`config.mk`:
```
export PLATFORM = sky130hd
export DESIGN_NAME = gc_table_serializer
export DESIGN_NICKNAME = d
export VERILOG_FILES = /design/src/rtl/gc_table_serializer.sv
export SDC_FILE = /design/constraint.sdc
export NUM_CORES = 1
export LEC_CHECK = 0
export CORE_ASPECT_RATIO = 0.8
export CORE_UTILIZATION = 60
export CTS_CLUSTER_SIZE = 30
export DETAILED_ROUTE_END_ITERATION = 16
export MAX_ROUTING_LAYER = met4
export PLACE_DENSITY = 0.91
export SLEW_MARGIN = 20
export SYNTH_ARGS = -nofsm -noshare
export SYNTH_HDL_FRONTEND = slang
export SYNTH_SLANG_ARGS = --single-unit
```
`constraint.sdc`:
```
create_clock -name clk -period 19.6 [get_ports clk]
set_input_delay 3.92 -clock clk [delete_from_list [all_inputs] [get_ports clk]]
set_output_delay 3.92 -clock clk [all_outputs]
set_load 0.01 [all_outputs]
```
`src/rtl/gc_table_serializer.sv`:
```
// rtl/gc_table_serializer.sv - buffers garbled gate tables and streams them out as W-bit words
// A DEPTH-entry FIFO of {gid, t0, t1}; the head entry is sliced into 2K/W words, t0 first, LSW first.

module gc_table_serializer #(
    parameter int K     = 128,
    parameter int S     = 20,
    parameter int W     = 64,
    parameter int DEPTH = 4
) (
    input  logic                       clk,
    input  logic                       rst,
    input  logic                       in_valid,
    output logic                       in_ready,
    input  logic [S-1:0]               in_gid,
    input  logic [K-1:0]               in_t0,
    input  logic [K-1:0]               in_t1,
    output logic                       out_valid,
    input  logic                       out_ready,
    output logic [W-1:0]               out_data,
    output logic [S-1:0]               out_gid,
    output logic                       out_last,
    output logic [$clog2(DEPTH):0]     occupancy,
    output logic [31:0]                table_cnt
);

    localparam int N  = 2 * K / W;
    localparam int PW = $clog2(DEPTH);
    localparam int OW = PW + 1;
    localparam int XW = (N > 1) ? $clog2(N) : 1;

    typedef enum logic {
        IDLE,
        SEND
    } state_t;

    state_t            state;
    state_t            state_next;

    logic [2*K-1:0]    mem_tab [DEPTH];
    logic [S-1:0]      mem_gid [DEPTH];

    logic [PW-1:0]     head;
    logic [PW-1:0]     tail;
    logic [XW-1:0]     widx;

    logic              in_xfer;
    logic              out_xfer;
    logic              last_word;
    logic              pop;

    logic [2*K-1:0]    head_tab;
    logic [W-1:0]      words [N];

    assign in_ready  = (occupancy < OW'(DEPTH));
    assign out_valid = (occupancy != '0);
    assign in_xfer   = in_valid && in_ready;
    assign out_xfer  = out_valid && out_ready;
    assign last_word = (widx == XW'(N - 1));
    assign pop       = out_xfer && last_word;
    assign out_last  = out_valid && last_word;

    // Storage is written without reset; its contents only matter while out_valid is high.
    always_ff @(posedge clk) begin
        if (in_xfer) begin
            mem_tab[tail] <= {in_t1, in_t0};
            mem_gid[tail] <= in_gid;
        end
    end

    assign head_tab = mem_tab[head];
    assign out_gid  = mem_gid[head];

    always_comb begin
        for (int i = 0; i < N; i++) begin
            words[i] = head_tab[i*W +: W];
        end
    end

    assign out_data = words[widx];

    always_ff @(posedge clk) begin
        if (rst) begin
            state <= IDLE;
        end else begin
            state <= state_next;
        end
    end

    always_comb begin
        state_next = state;
        case (state)
            IDLE: begin
                if (in_xfer) begin
                    state_next = SEND;
                end
            end
            SEND: begin
                // Only the final word of the only entry, with nothing arriving, empties the buffer.
                if (pop && (occupancy == OW'(1)) && !in_xfer) begin
                    state_next = IDLE;
                end
            end
            default: state_next = IDLE;
        endcase
    end

    always_ff @(posedge clk) begin
        if (rst) begin
            head      <= '0;
            tail      <= '0;
            widx      <= '0;
            occupancy <= '0;
            table_cnt <= '0;
        end else begin
            if (in_xfer) begin
                tail <= tail + PW'(1);
            end
            if (out_xfer) begin
                widx <= last_word ? '0 : widx + XW'(1);
            end
            if (pop) begin
                head      <= head + PW'(1);
                table_cnt <= table_cnt + 32'd1;
            end
            case ({in_xfer, pop})
                2'b10:   occupancy <= occupancy + OW'(1);
                2'b01:   occupancy <= occupancy - OW'(1);
                default: occupancy <= occupancy;
            endcase
        end
    end

endmodule
```
# ---- Word level (Yosys, flattened, before mapping)
# Memory sizes are Yosys's and may differ from the RTL's. A register that Yosys moved wholly into a read port is not among the register bits.
# Cells that the tools add are included.
dict set report classes {
  mux 11
  reduce_logical 6
  n_eq_ne 3
  n_bitwise 1
  add_sub_neg 6
  n_lt_le_gt_ge 2
}
# op count
set op_table {}
lappend op_table {{64-bit binary-select mux with 2-bit select} 1}
lappend op_table {{64-bit two-way mux} 2}
lappend op_table {{32-bit by 1-bit adder with 32-bit output (second input constant)} 1}
lappend op_table {{2-bit two-way mux} 5}
lappend op_table {{2-bit by 1-bit adder with 2-bit output (second input constant)} 3}
lappend op_table {{3-bit case mux with 2 select lines} 1}
lappend op_table {{2-bit equality test (second input constant)} 2}
lappend op_table {{1-bit logical AND} 4}
lappend op_table {{3-bit by 1-bit adder with 3-bit output (second input constant)} 1}
lappend op_table {{3-bit greater-or-equal comparator (second input constant)} 1}
lappend op_table {{3-bit < comparator (second input constant)} 1}
lappend op_table {{2-bit inverter with 3-bit output} 1}
lappend op_table {{3-bit nonzero test} 1}
lappend op_table {{3-bit by 1-bit subtractor with 3-bit output (second input constant)} 1}
lappend op_table {{2-bit by 1-bit equality test with 1-bit output (second input constant)} 1}
lappend op_table {{1-bit two-way mux} 2}
lappend op_table {{2-bit nonzero test} 1}
dict set report word_totals {
  out_inout_bits 122
  mem_count 2
  input_bits 280
  ram_bits 1104
  wordCells 36
  ff_bits 41
}
# memory words width read_ports rd_clocked_by_memory_dff wr line_no
set memory_table {}
lappend memory_table {mem_tab 4 256 1 1 1 39} ;# logic [2*K-1:0] mem_tab [DEPTH];
lappend memory_table {mem_gid 4 20 1 1 1 40} ;# logic [S-1:0] mem_gid [DEPTH];

# ---- Depth between registers and ports, before layout
# Gate-level depths: netlist of run 1.
dict set report logic_depth {
  word_depth 5
  mapped_depth 9
  ltp_nobuf 8
}

# ---- Worst setup path before layout of run 1
# Ideal clock, no wire load.
dict set report synth_path {
  path_type {input -> register}
  start {in in_valid}
  end {mem mem_gid[0][0] (enable)}
  slack_ns 8.366
  setup_time_ns 0.672
  path_buffers 1
  arrival_time_ns 10.561
  t_required_ns 18.928
  cell_stages 3
  cell_sequence {nor2b_1 -> clkbuf_1 -> and2_1}
}
dict set report synth_via {
  elab_chain_cells 3
}
# element line_no
set synth_lines {}
lappend synth_lines {{start, declared} 12} ;# input logic in_valid,
lappend synth_lines {{1-bit logical AND} 56} ;# assign in_xfer = in_valid && in_ready;
lappend synth_lines {{1-bit two-way mux} n/a}
lappend synth_lines {{1-bit two-way mux (not written as such)} 66} ;# mem_gid[tail] <= in_gid;
lappend synth_lines {{end, declared} 40}
# No other way between the ends.

==> flow_summary.toml, run 1 <==
[outcome]
outcome = "finished, final reports clean"

[sta]
finalHoldViolations = 0
fin_ws_ns = 10.14
slew_violations = 0
fin_tns_setup_ns = 0
fin_crit_ns = 9.458
worst_pin_slew_ns = 1.123
rsz0062_at_grt = "no"
fmax_ghz = 0.1057
timing.slew.headroom_pct = 25.16
fin_crit_sh_pct = 48.26
fin_skew_ns = 0.01920
finalSetupViolCount = 0

[worst_hold_path]
worstHoldPathType = "reg2reg"
hp-start = "table_cnt[22]$_SDFFE_PP0P_"

[route]
drc = 0
via_per_inst = 6.358
first_pass_iters = 7
ant_nets = 0
drtIter0Drc = 2230
via_count = 20560
wire_per_inst_um = 29.94
routed_wl_um = 96800

[global_routing]
grt_pass1_vias = 22000
grt_max_degree = 149
overflow = 0
gr-usage-all-layers_pct = 27.69
grt_pass1_wl_um = 142700
antenna_found_initial = 18

[logic_synthesis]
ys_warn_count = 0
ys_ff_latch = 1147
syn_nets = 2040
synth_area_um2 = 43310
ys_types = 34
avgSynthCellArea_um2 = 24.72
yosysMostFrequentCell = "edfxtp_1"
async_flop_share_pct = 0
synthFlopType = "edfxtp_1"
ys_top_cells_by_count = "edfxtp_1, mux4_2, dfxtp_1, nor2_1, clkbuf_1"
synth_top_cell_by_area = "edfxtp_1"
synth_edf_count = 1104
synth_top_area_share_pct = 76.54
synthTopCellsByArea = "edfxtp_1, mux4_2, dfxtp_1"
yosysSeqAreaShare_pct = 78.53
syn_inst = 1752

[cts]
tritoncts = "done"
ctsHtreeMaxLevel = 3
cts_resized = 0
clock_tree.root_cell = "clkbuf_16"
insertion_delay_ns = 0.65
clk_path_buf_depth = 3
clkTransAtPathRegs_ns = 0.06
postCtsSetupRepairBufs = 0
cts_sinks = 1147
cts_buffers = 102
ctsHoldBuffers = 0

[setup_path]
start_kind = "flop"
worst-setup-path-type = "reg2out"
timing.rr.start = "occupancy[2]$_SDFFE_PP0P_"
arrival_ns = 5.54
crit_required_ns = 15.68
crit_fanout = 53
end_kind = "output pin"

[pwr]
leakage_nw = 15.92
power_mw = 5.223
power_density_nw_per_um2 = 101.1
peakVddDrop_uv = 98.68

[placed_design]
place_congestion = 0.8070
place_inst = 3023
portBuffers = 401
dpl.hpwl_um = 53470
dp_slack_ns = 10.36

[floorplan]
io_pins = 402
num_rows = 87
core_area_um2 = 70970
start_util_pct = 61.03
dieWidth_um = 302.4
fp.dieH_um = 242.3
die-area_um2 = 73270

[finish]
area_growth_pct = 19.30
fin_nets = 2481
stdcell_count = 3233
drive_above_1_share_pct = 22.97
fill_cells = 3697

[run]
cap_violations = 0
logic make-up after synthesis:
kind of cell	count (synthesis)	synth area share (%)
DFF	1147	78.53
xor gates and xnor gates	28	0.5662
muxes	343	17.75
adders and majority gates	8	0.2484
and+or+nand+nor	112	1.358
buffers and inverters	95	1.306
AOI/OAI and AO/OA	19	0.2398
layout make-up:
class	count	area, um2	share of cell area (%)
diodes	22	55.05	0.1065
clock buffers	125	2703	5.230
clock inverters	63	716.9	1.387
inverters	9	33.78	0.06538
multi-input cells	510	8745	16.92
flip-flops and latches	1147	34030	65.85
well taps	934	1169	2.262
repair buffers	423	4224	8.175
worst max-delay path, stage by stage, from the launching register on:
cell             delay [ns]
dfxtp_4                0.80
buf_6                  0.67
buf_4                  0.79
buf_4                  0.78
mux4_2                 0.62
mux4_2                 0.55
clkdlybuf4s50_1        0.59
registers in the layout (all words and copies together) (netlist names), named ones only:
register,flops
head,2
mem_gid,80
tail,2
table_cnt,32
occupancy,3
widx,2
mem_tab,1024
placed cells by master (no fill, tap or decap), types with 5 or more instances in the layout:
cell and count:
a21oi_1 11, and2_1 6, and4_1 5, buf_4 17, bufinv_16 15, clkbuf_1 20
clkbuf_16 105, clkdlybuf4s50_1 401, clkinv_1 19, clkinv_2 19, dfxtp_1 39, diode_2 22
edfxtp_1 1104, ha_1 7, inv_1 9, mux4_2 340, nand2_1 10, nand3_1 12
nand4_1 10, nor2_1 39, nor2b_1 5, o21ai_0 6, or3_1 7, xnor2_1 8
xor2_1 20
through the flow:
stage	instance area, um2	util [%]	hold slack [ns]
2_1_floorplan	43310	-	0.4847
3_3_place_gp	48190	67.90	0.4714
3_5_place_dp	48200	67.91	0.5197
4_1_cts	51610	72.72	0.5404
5_1_grt	51660	72.79	0.5810
6_report	51670	72.81	0.5418
routing by layer:
| metal | global-route usage [%] | routed length [um] | up-vias |
|---|---|---|---|
| li1 | - | - | 8458 |
| met1 | 34.79 | 34880 | 10850 |
| met2 | 45.99 | 51020 | 1088 |
| met3 | 6.457 | 8689 | 158 |
| met4 | 6.858 | 2204 | 0 |
| met5 | - | 0 | - |
power by group:
| part | total, mW | switching, mW | internal (mW) | leakage, nW |
|---|---|---|---|---|
| sequential | 2.85 | 0.0389 | 2.81 | 10.5 |
| clock | 2.05 | 0.865 | 1.18 | 1.67 |
| combinational | 0.330 | 0.163 | 0.167 | 3.77 |
worst paths after layout:
| path | endpoint | slack, ns | cells past startpoint |
|---|---|---|---|
| worst max-delay path | out_data[4] | 10.14 | 6 |
| worst min-delay path | table_cnt[22]$_SDFFE_PP0P_ | 0.54 | 2 |
| worst max register to register | mem_gid[1][13]$_DFFE_PP_ | 15.82 | 4 |
| worst min register to register | table_cnt[22]$_SDFFE_PP0P_ | 0.54 | 2 |
Note: power is estimated with default switching activity, not from simulation.
==> inputs of run 2 (changes only) <==
--- a/config.mk
+++ b/config.mk
@@ -6,11 +6,11 @@
 export NUM_CORES = 1
 export LEC_CHECK = 0
 export CORE_ASPECT_RATIO = 0.8
-export CORE_UTILIZATION = 60
+export CORE_UTILIZATION = 57
 export CTS_CLUSTER_SIZE = 30
 export DETAILED_ROUTE_END_ITERATION = 16
 export MAX_ROUTING_LAYER = met4
-export PLACE_DENSITY = 0.91
+export PLACE_DENSITY = 0.87
 export SLEW_MARGIN = 20
 export SYNTH_ARGS = -nofsm -noshare
 export SYNTH_HDL_FRONTEND = slang
==> constraint.sdc (replaced) <==
create_clock -name clk -period 9.6 [get_ports clk]
set_input_delay 1.92 -clock clk [delete_from_list [all_inputs] [get_ports clk]]
set_output_delay 1.92 -clock clk [all_outputs]
set_load 0.01 [all_outputs]
==> flow_summary.toml, run 2 (same netlist as run 1, synthesis figures left out) <==
[outcome]
outcome = "finished, final reports clean"

[setup_path]
crit_required_ns = 7.68
arrival_ns = 4.27
endpoint = "out_data[0]"
end_kind = "output pin"
start_kind = "flop"
worst-setup-path-type = "reg2out"
timing.rr.start = "widx[1]$_SDFFE_PP0P_"
r2r_end = "table_cnt[31]$_SDFFE_PP0P_"
reg2reg_depth = 7
r2r_slack_ns = 5.72
crit_fanout = 123

[pwr]
sw_frac_of_total_pct = 20.31
leakage_nw = 15.93
power_density_nw_per_um2 = 205.1
clkPwrFrac_pct = 39.1
p_sw_mw = 2.159
peakVddDrop_uv = 186.0
internal_power_mw = 8.472
seqPwrFrac_pct = 54.6
p_comb_share_pct = 6.3

[finish]
final_common_cell = "edfxtp_1"
fin_nets = 2482
post-route-util_pct = 68.81
layout_common_cells = "edfxtp_1, clkdlybuf4s50_1, mux4_2"
area_growth_pct = 19.69
top_register = "mem_tab"
drive_above_1_share_pct = 22.85
largest_register_ffs = 1024
reg_top3 = "mem_tab: 1024 flops, mem_gid: 80 flops, table_cnt: 32 flops"

[cts]
clk_path_buf_depth = 3
ctsHtreeMaxLevel = 3
tritoncts = "done"
postCtsSetupRepairBufs = 0
insertion_delay_ns = 0.66
cts_resized = 0
clock_tree.root_cell = "clkbuf_16"
cts_buffers = 104
cts_sinks = 1147
ctsHoldBuffers = 0
clkTransAtPathRegs_ns = 0.06

[sta]
fin_crit_sh_pct = 64.52
fin_ws_ns = 3.406
finalHoldViolations = 0
finalSetupViolCount = 0
timing.slew.headroom_pct = 29.71
fmax_ghz = 0.1614
fin_tns_setup_ns = 0
rsz0062_at_grt = "no"
worst_pin_slew_ns = 1.054
fin_crit_ns = 6.194
fin_skew_ns = 0.02572
slew_violations = 0

[floorplan]
num_rows = 90
start_util_pct = 57.49
fp.dieH_um = 248.6
die-area_um2 = 77100
io_pins = 402
dieWidth_um = 310.2
core_area_um2 = 75330

[global_routing]
grt_pass1_vias = 21540
overflow = 0
grt_max_degree = 164
grt_pass1_wl_um = 136600
gr-usage-all-layers_pct = 25.12
antenna_found_initial = 30

[route]
drtIter0Drc = 2075
ant_nets = 0
wire_per_inst_um = 27.83
via_count = 20080
drc = 0
via_per_inst = 6.045
first_pass_iters = 5
routed_wl_um = 92430

[placed_design]
portBuffers = 401
place_congestion = 0.7997
dp_slack_ns = 4.055
dpl.hpwl_um = 52950

[worst_hold_path]
worstHoldPathType = "reg2reg"

[run]
cap_violations = 0
## run 2: cell count changes in the layout (fill, tap and decap cells not counted), sizes merged
cell | previous run | this run
clkinv | 42 | 41
bufinv | 15 | 13
clkbuf | 125 | 131
buf | 22 | 21
inv | 11 | 13
diode | 22 | 29
clkinvlp | 4 | 3
## run 2: critical path: stages (launching register included)
cell,delay (ns)
dfxtp_4,0.99
buf_12,0.33
buf_16,0.53
mux4_2,0.45
mux4_2,0.53
clkdlybuf4s50_1,0.53
## run 2: power by group through the flow
stage	logic, mW	clock network, mW	registers (mW)
detailed placement	0.666	0	5.91
global placement	0.640	0	5.88
floorplan	0.304	0	5.94
CTS	0.675	4.23	5.81
global route	0.706	4.41	5.82
finish	0.669	4.16	5.80
## run 2: per-layer routing
| metal | wire length, um | GRT usage, % | share of wire (%) | up-vias |
|---|---|---|---|---|
| li1 | - | - | - | 8470 |
| met5 | 0 | - | 0 | - |
| met4 | 2428 | 8.332 | 2.6 | 0 |
| met2 | 47680 | 39.96 | 52 | 905 |
| met1 | 34090 | 31.31 | 37 | 10540 |
| met3 | 8229 | 7.134 | 8.9 | 164 |
## run 2: worst min-delay path by stage
stage / startpoint / endpoint / slack [ns] / depth (start not counted)
after floorplan: head[1]$_SDFFE_PP0P_ / flop / 0.48 / 2
after global placement: table_cnt[31]$_SDFFE_PP0P_ / table_cnt[31]$_SDFFE_PP0P_ / 0.47 / 2
after detailed placement: table_cnt[31]$_SDFFE_PP0P_ / table_cnt[31]$_SDFFE_PP0P_ / 0.49 / 2
after CTS: table_cnt[12]$_SDFFE_PP0P_ / table_cnt[12]$_SDFFE_PP0P_ / 0.52 / 2
after global routing: table_cnt[31]$_SDFFE_PP0P_ / table_cnt[31]$_SDFFE_PP0P_ / 0.55 / 2
final: head[1]$_SDFFE_PP0P_ / flop / 0.54 / 2
## run 2: area by class of cell
| class | instances | area (um2) |
|---|---|---|
| sequential | 1147 | 34030 |
| fill | 4221 | 23490 |
| multi-input combinational | 510 | 8745 |
| timing repair buffer | 422 | 4279 |
| clock buffer | 131 | 2776 |
| tap | 1012 | 1266 |
| clock inverter | 61 | 640.6 |
| antenna | 29 | 72.57 |
| inverter | 9 | 33.78 |
## run 2: through the flow
step	power (mW)	hold WS [ns]	cells	cell area [um2]
after floorplan	6.240	0.4847	1752	43310
after global placement	6.523	0.4731	3099	48320
after detailed placement	6.572	0.4877	3099	48320
after CTS	10.71	0.5213	3291	51740
after global routing	10.94	0.5475	3319	51840
final	10.63	0.5358	3321	51840
==> inputs of run 3 (changes only) <==
--- a/config.mk
+++ b/config.mk
@@ -6,11 +6,11 @@
 export NUM_CORES = 1
 export LEC_CHECK = 0
 export CORE_ASPECT_RATIO = 0.8
-export CORE_UTILIZATION = 57
+export CORE_UTILIZATION = 52
 export CTS_CLUSTER_SIZE = 30
 export DETAILED_ROUTE_END_ITERATION = 16
 export MAX_ROUTING_LAYER = met4
-export PLACE_DENSITY = 0.87
+export PLACE_DENSITY = 0.84
 export SLEW_MARGIN = 20
 export SYNTH_ARGS = -nofsm -noshare
 export SYNTH_HDL_FRONTEND = slang
==> constraint.sdc (replaced) <==
create_clock -name clk -period 5.4 [get_ports clk]
set_input_delay 1.08 -clock clk [delete_from_list [all_inputs] [get_ports clk]]
set_output_delay 1.08 -clock clk [all_outputs]
set_load 0.01 [all_outputs]
==> flow_summary.toml, run 3 (same netlist as run 1, synthesis figures left out) <==
[global_routing]
antenna_found_initial = 12
grt_max_degree = 83
grt_pass1_vias = 21530
gr-usage-all-layers_pct = 22.64
overflow = 0
grt_pass1_wl_um = 137000

[sta]
fin_tns_setup_ns = 0
finalHoldViolations = 0
fin_skew_ns = 0.02200
fmax_ghz = 0.2179
slew_violations = 0
worst_pin_slew_ns = 1.024
fin_crit_sh_pct = 85.00
rsz0062_at_grt = "no"
finalSetupViolCount = 0
timing.slew.headroom_pct = 31.53
fin_crit_ns = 4.590

[route]
wire_per_inst_um = 26.84
drc = 0
first_pass_iters = 5
drtIter0Drc = 1914
via_per_inst = 5.921
via_count = 20410
ant_nets = 0
routed_wl_um = 92520

[finish]
fill_cells = 5195
drive_above_1_share_pct = 24.75
reg_top3 = "mem_tab: 1024 flops, mem_gid: 80 flops, table_cnt: 32 flops"
final_area_um2 = 52630
layout_common_cells = "edfxtp_1, clkdlybuf4s50_1, mux4_2"
fin_nets = 2538
largest_register_ffs = 1024
top_register = "mem_tab"
post-route-util_pct = 63.93
area_growth_pct = 21.51
final_common_cell = "edfxtp_1"

[setup_path]
worst-setup-path-type = "reg2out"
end_kind = "output pin"
arrival_ns = 3.51
start_kind = "flop"
crit_fanout = 52
timing.rr.start = "widx[1]$_SDFFE_PP0P_"
crit_required_ns = 4.32

[cts]
clkTransAtPathRegs_ns = 0.06
ctsHoldBuffers = 0
ctsHtreeMaxLevel = 3
cts_buffers = 104
clock_tree.root_cell = "clkbuf_16"
cts_resized = 0
insertion_delay_ns = 0.66
tritoncts = "done"
cts_sinks = 1147
clk_path_buf_depth = 3
postCtsSetupRepairBufs = 0

[pwr]
sw_frac_of_total_pct = 20.14
p_sw_mw = 3.836
seqPwrFrac_pct = 54.1
power_mw = 19.05
peakVddDrop_uv = 298.5
power_density_nw_per_um2 = 361.9
internal_power_mw = 15.21
clkPwrFrac_pct = 39.3
p_comb_share_pct = 6.6
leakage_nw = 16.31

[floorplan]
io_pins = 402
die-area_um2 = 84460
fp.dieH_um = 260.1
num_rows = 94
dieWidth_um = 324.7
start_util_pct = 52.61
core_area_um2 = 82330

[placed_design]
dpl.hpwl_um = 56430
placed_cell_area_um2 = 49120
portBuffers = 401
place_congestion = 0.8351

[run]
cap_violations = 0

[outcome]
outcome = "finished, final reports clean"

[worst_hold_path]
hp-start = "head[1]$_SDFFE_PP0P_"
worstHoldPathType = "reg2reg"
-- run 3: cell count changes in the layout (fill, tap and decap cells not counted), moves of 2 or more --
cell       previous run  this run
clkinv_2             17        14
clkbuf_16           106       110
inv_6                 4         2
buf_12                7        27
buf_4                13        50
clkinv_1             22        18
diode_2              29        12
clkbuf_8              3         0
-- run 3: final timing paths --
path / cells after the start / slack [ns] / endpoint
setup / recovery: 4 / 0.81 / out_data[46]
hold / removal: 2 / 0.53 / head[1]$_SDFFE_PP0P_
setup reg to reg: 6 / 2.12 / table_cnt[27]$_SDFFE_PP0P_
hold reg to reg: 2 / 0.53 / head[1]$_SDFFE_PP0P_
-- run 3: stage by stage --
| stage | hold WS, ns | setup slack (ns) | cells |
|---|---|---|---|
| floorplan | 0.4847 | 0.1105 | 1752 |
| global placement | 0.4718 | 1.526 | 3248 |
| detailed placement | 0.5049 | 1.480 | 3248 |
| CTS | 0.5287 | 0.6873 | 3435 |
| global route | 0.5499 | 0.6914 | 3447 |
| finish | 0.5311 | 0.8098 | 3447 |
-- run 3: worst max-delay path, stage by stage (launching register included) --
cell and delay, ns:
dfxtp_4 0.95, buf_4 0.45, mux4_2 0.38, mux4_2 0.52, clkdlybuf4s50_1 0.52
-- run 3: area by class of cell --
cell class	instances	area (um2)	area share [%]
multi-input combinational	510	8745	16.62
antenna	12	30.03	0.05706
clock inverter	56	650.6	1.236
sequential	1147	34030	64.66
clock buffer	131	2831	5.380
inverter	9	33.78	0.06419
timing repair buffer	478	4930	9.367
tap	1104	1381	2.625
-- run 3: routing by layer --
| metal | GRT usage, % | wire [um] |
|---|---|---|
| met1 | 29.01 | 35650 |
| met2 | 36.61 | 47150 |
| met3 | 5.576 | 7759 |
| met4 | 5.922 | 1964 |
| met5 | - | 0 |
-- run 3: power groups by stage --
stage | Combinational [mW] | Sequential, mW | Clock (mW)
after floorplan | 0.542 | 10.5 | 0
after global placement | 1.21 | 10.4 | 0
after detailed placement | 1.25 | 10.5 | 0
after CTS | 1.27 | 10.3 | 7.60
after global routing | 1.33 | 10.3 | 7.90
final | 1.26 | 10.3 | 7.49
==> edit 1 (settings of run 2) <==
Set the parameter `S` to 40 (it was 20).
--- a/src/rtl/gc_table_serializer.sv
+++ b/src/rtl/gc_table_serializer.sv
@@ -4,5 +4,5 @@
 module gc_table_serializer #(
     parameter int K     = 128,
-    parameter int S     = 20,
+    parameter int S     = 40,
     parameter int W     = 64,
     parameter int DEPTH = 4
Interface: changed (resized in_gid and out_gid); port bits go from 402 to 442. The function was not compared with the original's and may differ.
==> edit 1 against run 2 <==
  * Die area grew 6.6%
  * Hold slack lost 16 ps
  * Wire length grew 7.2%
  * Sequential cell count grew 80
  * Cell area grew 6.9%
  * Critical endpoint is now out_data[56]
  * Worst setup slack gained 11 ps
  * Synthesized cell count grew 7.6%
  * Synthesized area grew 6.7%
  * Sequential power grew 7.2%
  * Global-route usage shrank 0.28 points
  * Largest cell class unchanged
  * Cell count grew 7.3%
  * Power grew 4.8%
==> edit 1: results <==
{
  "synth.distinct_cells": 35,
  "p_clk_share_pct": 37.7,
  "peakVddDrop_mv": 0.169,
  "avgSynthCellArea_um2": 24.5,
  "drt-total-wl_um": 99100,
  "grt_max_degree": 162,
  "antenna_found_initial": 23,
  "synth-edff-count": 1184,
  "r2r-start": "occupancy[2]$_SDFFE_PP0P_",
  "ff2ff_path_depth": 4,
  "p_sw_mw": 2.29,
  "hpwlAfterDp_um": 56100,
  "critPathMaxStageDelay_ps": 950,
  "portBuffers": 441,
  "r2r_slack_ps": 6300,
  "reg2reg_to": "mem_tab[3][240]$_DFFE_PP_",
  "yosys-mux-area-fraction_pct": 17.6,
  "htree_levels": 3,
  "synth_fa_ha_area_share_pct": 0.233,
  "synth_nets": 2194,
  "endpoint": "out_data[56]",
  "cts_root_buf": "clkbuf_16",
  "place_ws_ps": 4080,
  "crit_path_max_fanout": 115,
  "leakage_nw": 16.8,
  "largestRegisters": "mem_tab x1024, mem_gid x160, table_cnt x32",
  "synth_xor_xnor_area_share_pct": 0.227,
  "pg_seq_mw": 6.22,
  "placed_area_um2": 51900,
  "synth_area_leaders": "edfxtp_1 (77%), mux4_2 (18%), dfxtp_1 (1.9%)",
  "final-seq-area_um2": 36400,
  "max_slew_margin_pct": 18.6,
  "vias_per_cell": 6.10,
  "finalClockSkew_ps": 25.0,
  "synth_compound_area_share_pct": 0.707,
  "dpl.cell_count": 3343,
  "hold_class": "register to register",
  "drive_above_1_share_pct": 22.0,
  "fin_cells": 3562,
  "cts_buffers": 111,
  "drt-initial-drc-count": 2212,
  "dr.pass1.iters": 8,
  "min_period_ps": 6180,
  "clk-power_mw": 4.20,
  "nNetsFinal": 2673,
  "status": "finished clean",
  "gp_congestion": 0.817,
  "grt_first_pass_wirelength_um": 146000,
  "synth_seq_area_share_pct": 78.8,
  "yosys-top-cells-count": "edfxtp_1 (1184), mux4_2 (360), dfxtp_1 (43)"
}
edit 1: cell types whose count changed after synthesis, moves of 16 or more:
cell	before	now
buf_6	25	3
or4_1	0	19
xor2_1	20	4
o31ai_1	0	17
a21oi_1	11	28
nor2_1	39	19
mux4_2	340	360
edfxtp_1	1104	1184
edit 1: layout make-up:
cell class,instances,share of cell area (%)
antenna,26,0.117
clock buffer,134,5.21
clock inverter,58,0.974
inverter,11,0.0745
multi-input combinational,553,16.9
sequential,1227,65.8
tap,1092,2.47
timing repair buffer,461,8.52
edit 1: cells by family (layout without fill, tap and decap cells):
group,count (synthesis),after routing
XOR/XNOR,12,12
AND/OR/NAND/NOR,118,118
other,0,26
multiplexers,362,362
flip-flops,1227,1227
adder cells (fa/ha/maj),8,8
buffers and inverters,106,664
AO/OA/AOI/OAI,53,53
edit 1: worst min path at each step:
stage                            endpoint  cells past startpoint                        from
3_5_place_dp   table_cnt[29]$_SDFFE_PP0P_                      2  table_cnt[29]$_SDFFE_PP0P_
5_1_grt        table_cnt[28]$_SDFFE_PP0P_                      2  table_cnt[28]$_SDFFE_PP0P_
2_1_floorplan                    register                      2        head[1]$_SDFFE_PP0P_
6_report       table_cnt[29]$_SDFFE_PP0P_                      2  table_cnt[29]$_SDFFE_PP0P_
3_3_place_gp   table_cnt[31]$_SDFFE_PP0P_                      2  table_cnt[31]$_SDFFE_PP0P_
4_1_cts        table_cnt[29]$_SDFFE_PP0P_                      2  table_cnt[29]$_SDFFE_PP0P_
edit 1: routing by layer:
| layer | GRT usage [%] | vias up | part of all wire, % |
|---|---|---|---|
| met2 | 40.6 | 964 | 53 |
| met5 | - | - | 0 |
| met4 | 7.26 | 0 | 2.4 |
| li1 | - | 9172 | - |
| met3 | 5.66 | 170 | 7.7 |
| met1 | 31.5 | 11400 | 37 |
==> edit 2 (settings of run 2) <==
Made on the original files. Register the output `table_cnt` once more, cleared by the reset; this adds one clock of latency there. The other outputs are not delayed to match.
--- a/src/rtl/gc_table_serializer.sv
+++ b/src/rtl/gc_table_serializer.sv
@@ -33,4 +33,6 @@
         SEND
     } state_t;
+
+    logic [31:0] table_cnt_s0;
 
     state_t            state;
@@ -111,5 +113,5 @@
             widx      <= '0;
             occupancy <= '0;
-            table_cnt <= '0;
+            table_cnt_s0 <= '0;
         end else begin
             if (in_xfer) begin
@@ -121,5 +123,5 @@
             if (pop) begin
                 head      <= head + PW'(1);
-                table_cnt <= table_cnt + 32'd1;
+                table_cnt_s0 <= table_cnt_s0 + 32'd1;
             end
             case ({in_xfer, pop})
@@ -131,3 +133,11 @@
     end
 
+    always_ff @(posedge clk) begin
+        if (rst) begin
+            table_cnt <= '0;
+        end else begin
+            table_cnt <= table_cnt_s0;
+        end
+    end
+
 endmodule
Function: no difference found for any inputs over 4 cycles, from zero or initial values and one cycle with rst high; that may be too few to reach the edited logic, so the function may still have changed.
==> edit 2 against run 2 <==
  * Cell count is 1.6% higher
  * Wire length up 2.1%
  * Power increased by 0.98%
  * Synthesized area increased by 1.6%
  * Sequential cell count rose by 32
  * Cell area increased by 1.4%
  * Hold slack got worse by 30 ps
  * Worst setup slack improved by 27 ps
  * Largest cell class unchanged
==> edit 2: results <==
{
  "status": "finished clean",
  "place_ws_ps": 3880,
  "max_slew_margin_pct": 17.2,
  "largestRegisters": "mem_tab x1024, mem_gid x80",
  "wl_per_cell_um": 28.0,
  "synth_fa_ha_area_share_pct": 0.245,
  "yosys-mux-area-fraction_pct": 17.7,
  "synth_compound_area_share_pct": 0.327,
  "grt_max_degree": 169,
  "antenna_found_initial": 22,
  "grt_first_pass_wirelength_um": 140000,
  "dr.pass1.iters": 6,
  "critPathMaxStageDelay_ps": 760,
  "vias": 20600,
  "track_usage_pct": 25.2,
  "sw_frac_of_total_pct": 20.3,
  "gp_congestion": 0.791,
  "drt-initial-drc-count": 2138,
  "finalClockSkew_ps": 35.9,
  "setup_slack_ps": 3430,
  "insertion_delay_ps": 680,
  "hpwlAfterDp_um": 52100,
  "cts_buffers": 105,
  "r2r_slack_ps": 5490,
  "leakage_nw": 16.1,
  "crit_path_max_fanout": 99,
  "synth_seq_area_share_pct": 78.8,
  "fillers": 4334,
  "synth_nets": 2111
}
## edit 2: changes by cell type in the layout (fill, tap and decap cells not counted), moves of 8 or more
cell,delta
dfxtp_1,+32
nor2b_1,+23
xor2_1,-15
mux2_2,+9
clkinv_1,+8
clkinv_2,-8
nor3_1,+8
## edit 2: routing by layer
metal	global-route usage [%]	part of all wire [%]	up-vias
met3	6.05	8.5	130
met4	6.26	1.9	0
li1	-	-	8670
met2	42.0	53	966
met1	31.2	37	10800
met5	-	0	-
## edit 2: cell families (layout without fill, tap and decap cells)
logic type / Yosys count / count (layout)
AO/OA/AOI/OAI: 28 / 28
XOR/XNOR: 13 / 13
adder cells (fa/ha/maj): 8 / 8
buffers and inverters: 104 / 621
flip-flops: 1179 / 1179
multiplexers: 353 / 353
other: 0 / 23
AND/OR/NAND/NOR: 138 / 138
## edit 2: path summary, 6_finish.rpt
path	from	endpoint
max	register	out_data[19]
min	table_cnt_s0[17]$_SDFFE_PP0P_	table_cnt_s0[17]$_SDFFE_PP0P_
max reg2reg	widx[1]$_SDFFE_PP0P_	table_cnt_s0[30]$_SDFFE_PP0P_
min reg2reg	table_cnt_s0[17]$_SDFFE_PP0P_	table_cnt_s0[17]$_SDFFE_PP0P_
## edit 2: power by group through the flow
stage / sequential, mW / combinational, mW / clock (mW)
detailed placement: 6.04 / 0.654 / 0
global placement: 6.02 / 0.631 / 0
floorplan: 6.07 / 0.294 / 0
finish: 5.94 / 0.664 / 4.13
global route: 5.95 / 0.695 / 4.37
CTS: 5.94 / 0.668 / 4.19
## edit 2: worst max-delay path, delay by kind of cell, from the launching register on
family / cells / cell delay [ps]
buffers and inverters: 3 / 1650
flip-flops: 1 / 760
multiplexers: 2 / 1110
## edit 2: area by class of cell
cell class	count	area share (%)
Antenna cell	23	0.110
Clock buffer	135	5.35
Clock inverter	55	1.05
Inverter	14	0.100
Multi-Input combinational cell	540	17.0
Sequential cell	1179	66.0
Tap cell	1012	2.41
Timing Repair Buffer	417	8.05
## edit 2: stage by stage
step | hold slack (ps) | cells | utilization, % | cell area [um2]
2_1_floorplan | 449 | 1823 | - | 44000
3_3_place_gp | 470 | 3162 | 64.7 | 49100
3_5_place_dp | 481 | 3162 | 64.7 | 49100
4_1_cts | 503 | 3352 | 69.2 | 52500
5_1_grt | 521 | 3374 | 69.2 | 52600
6_report | 506 | 3375 | 69.2 | 52600
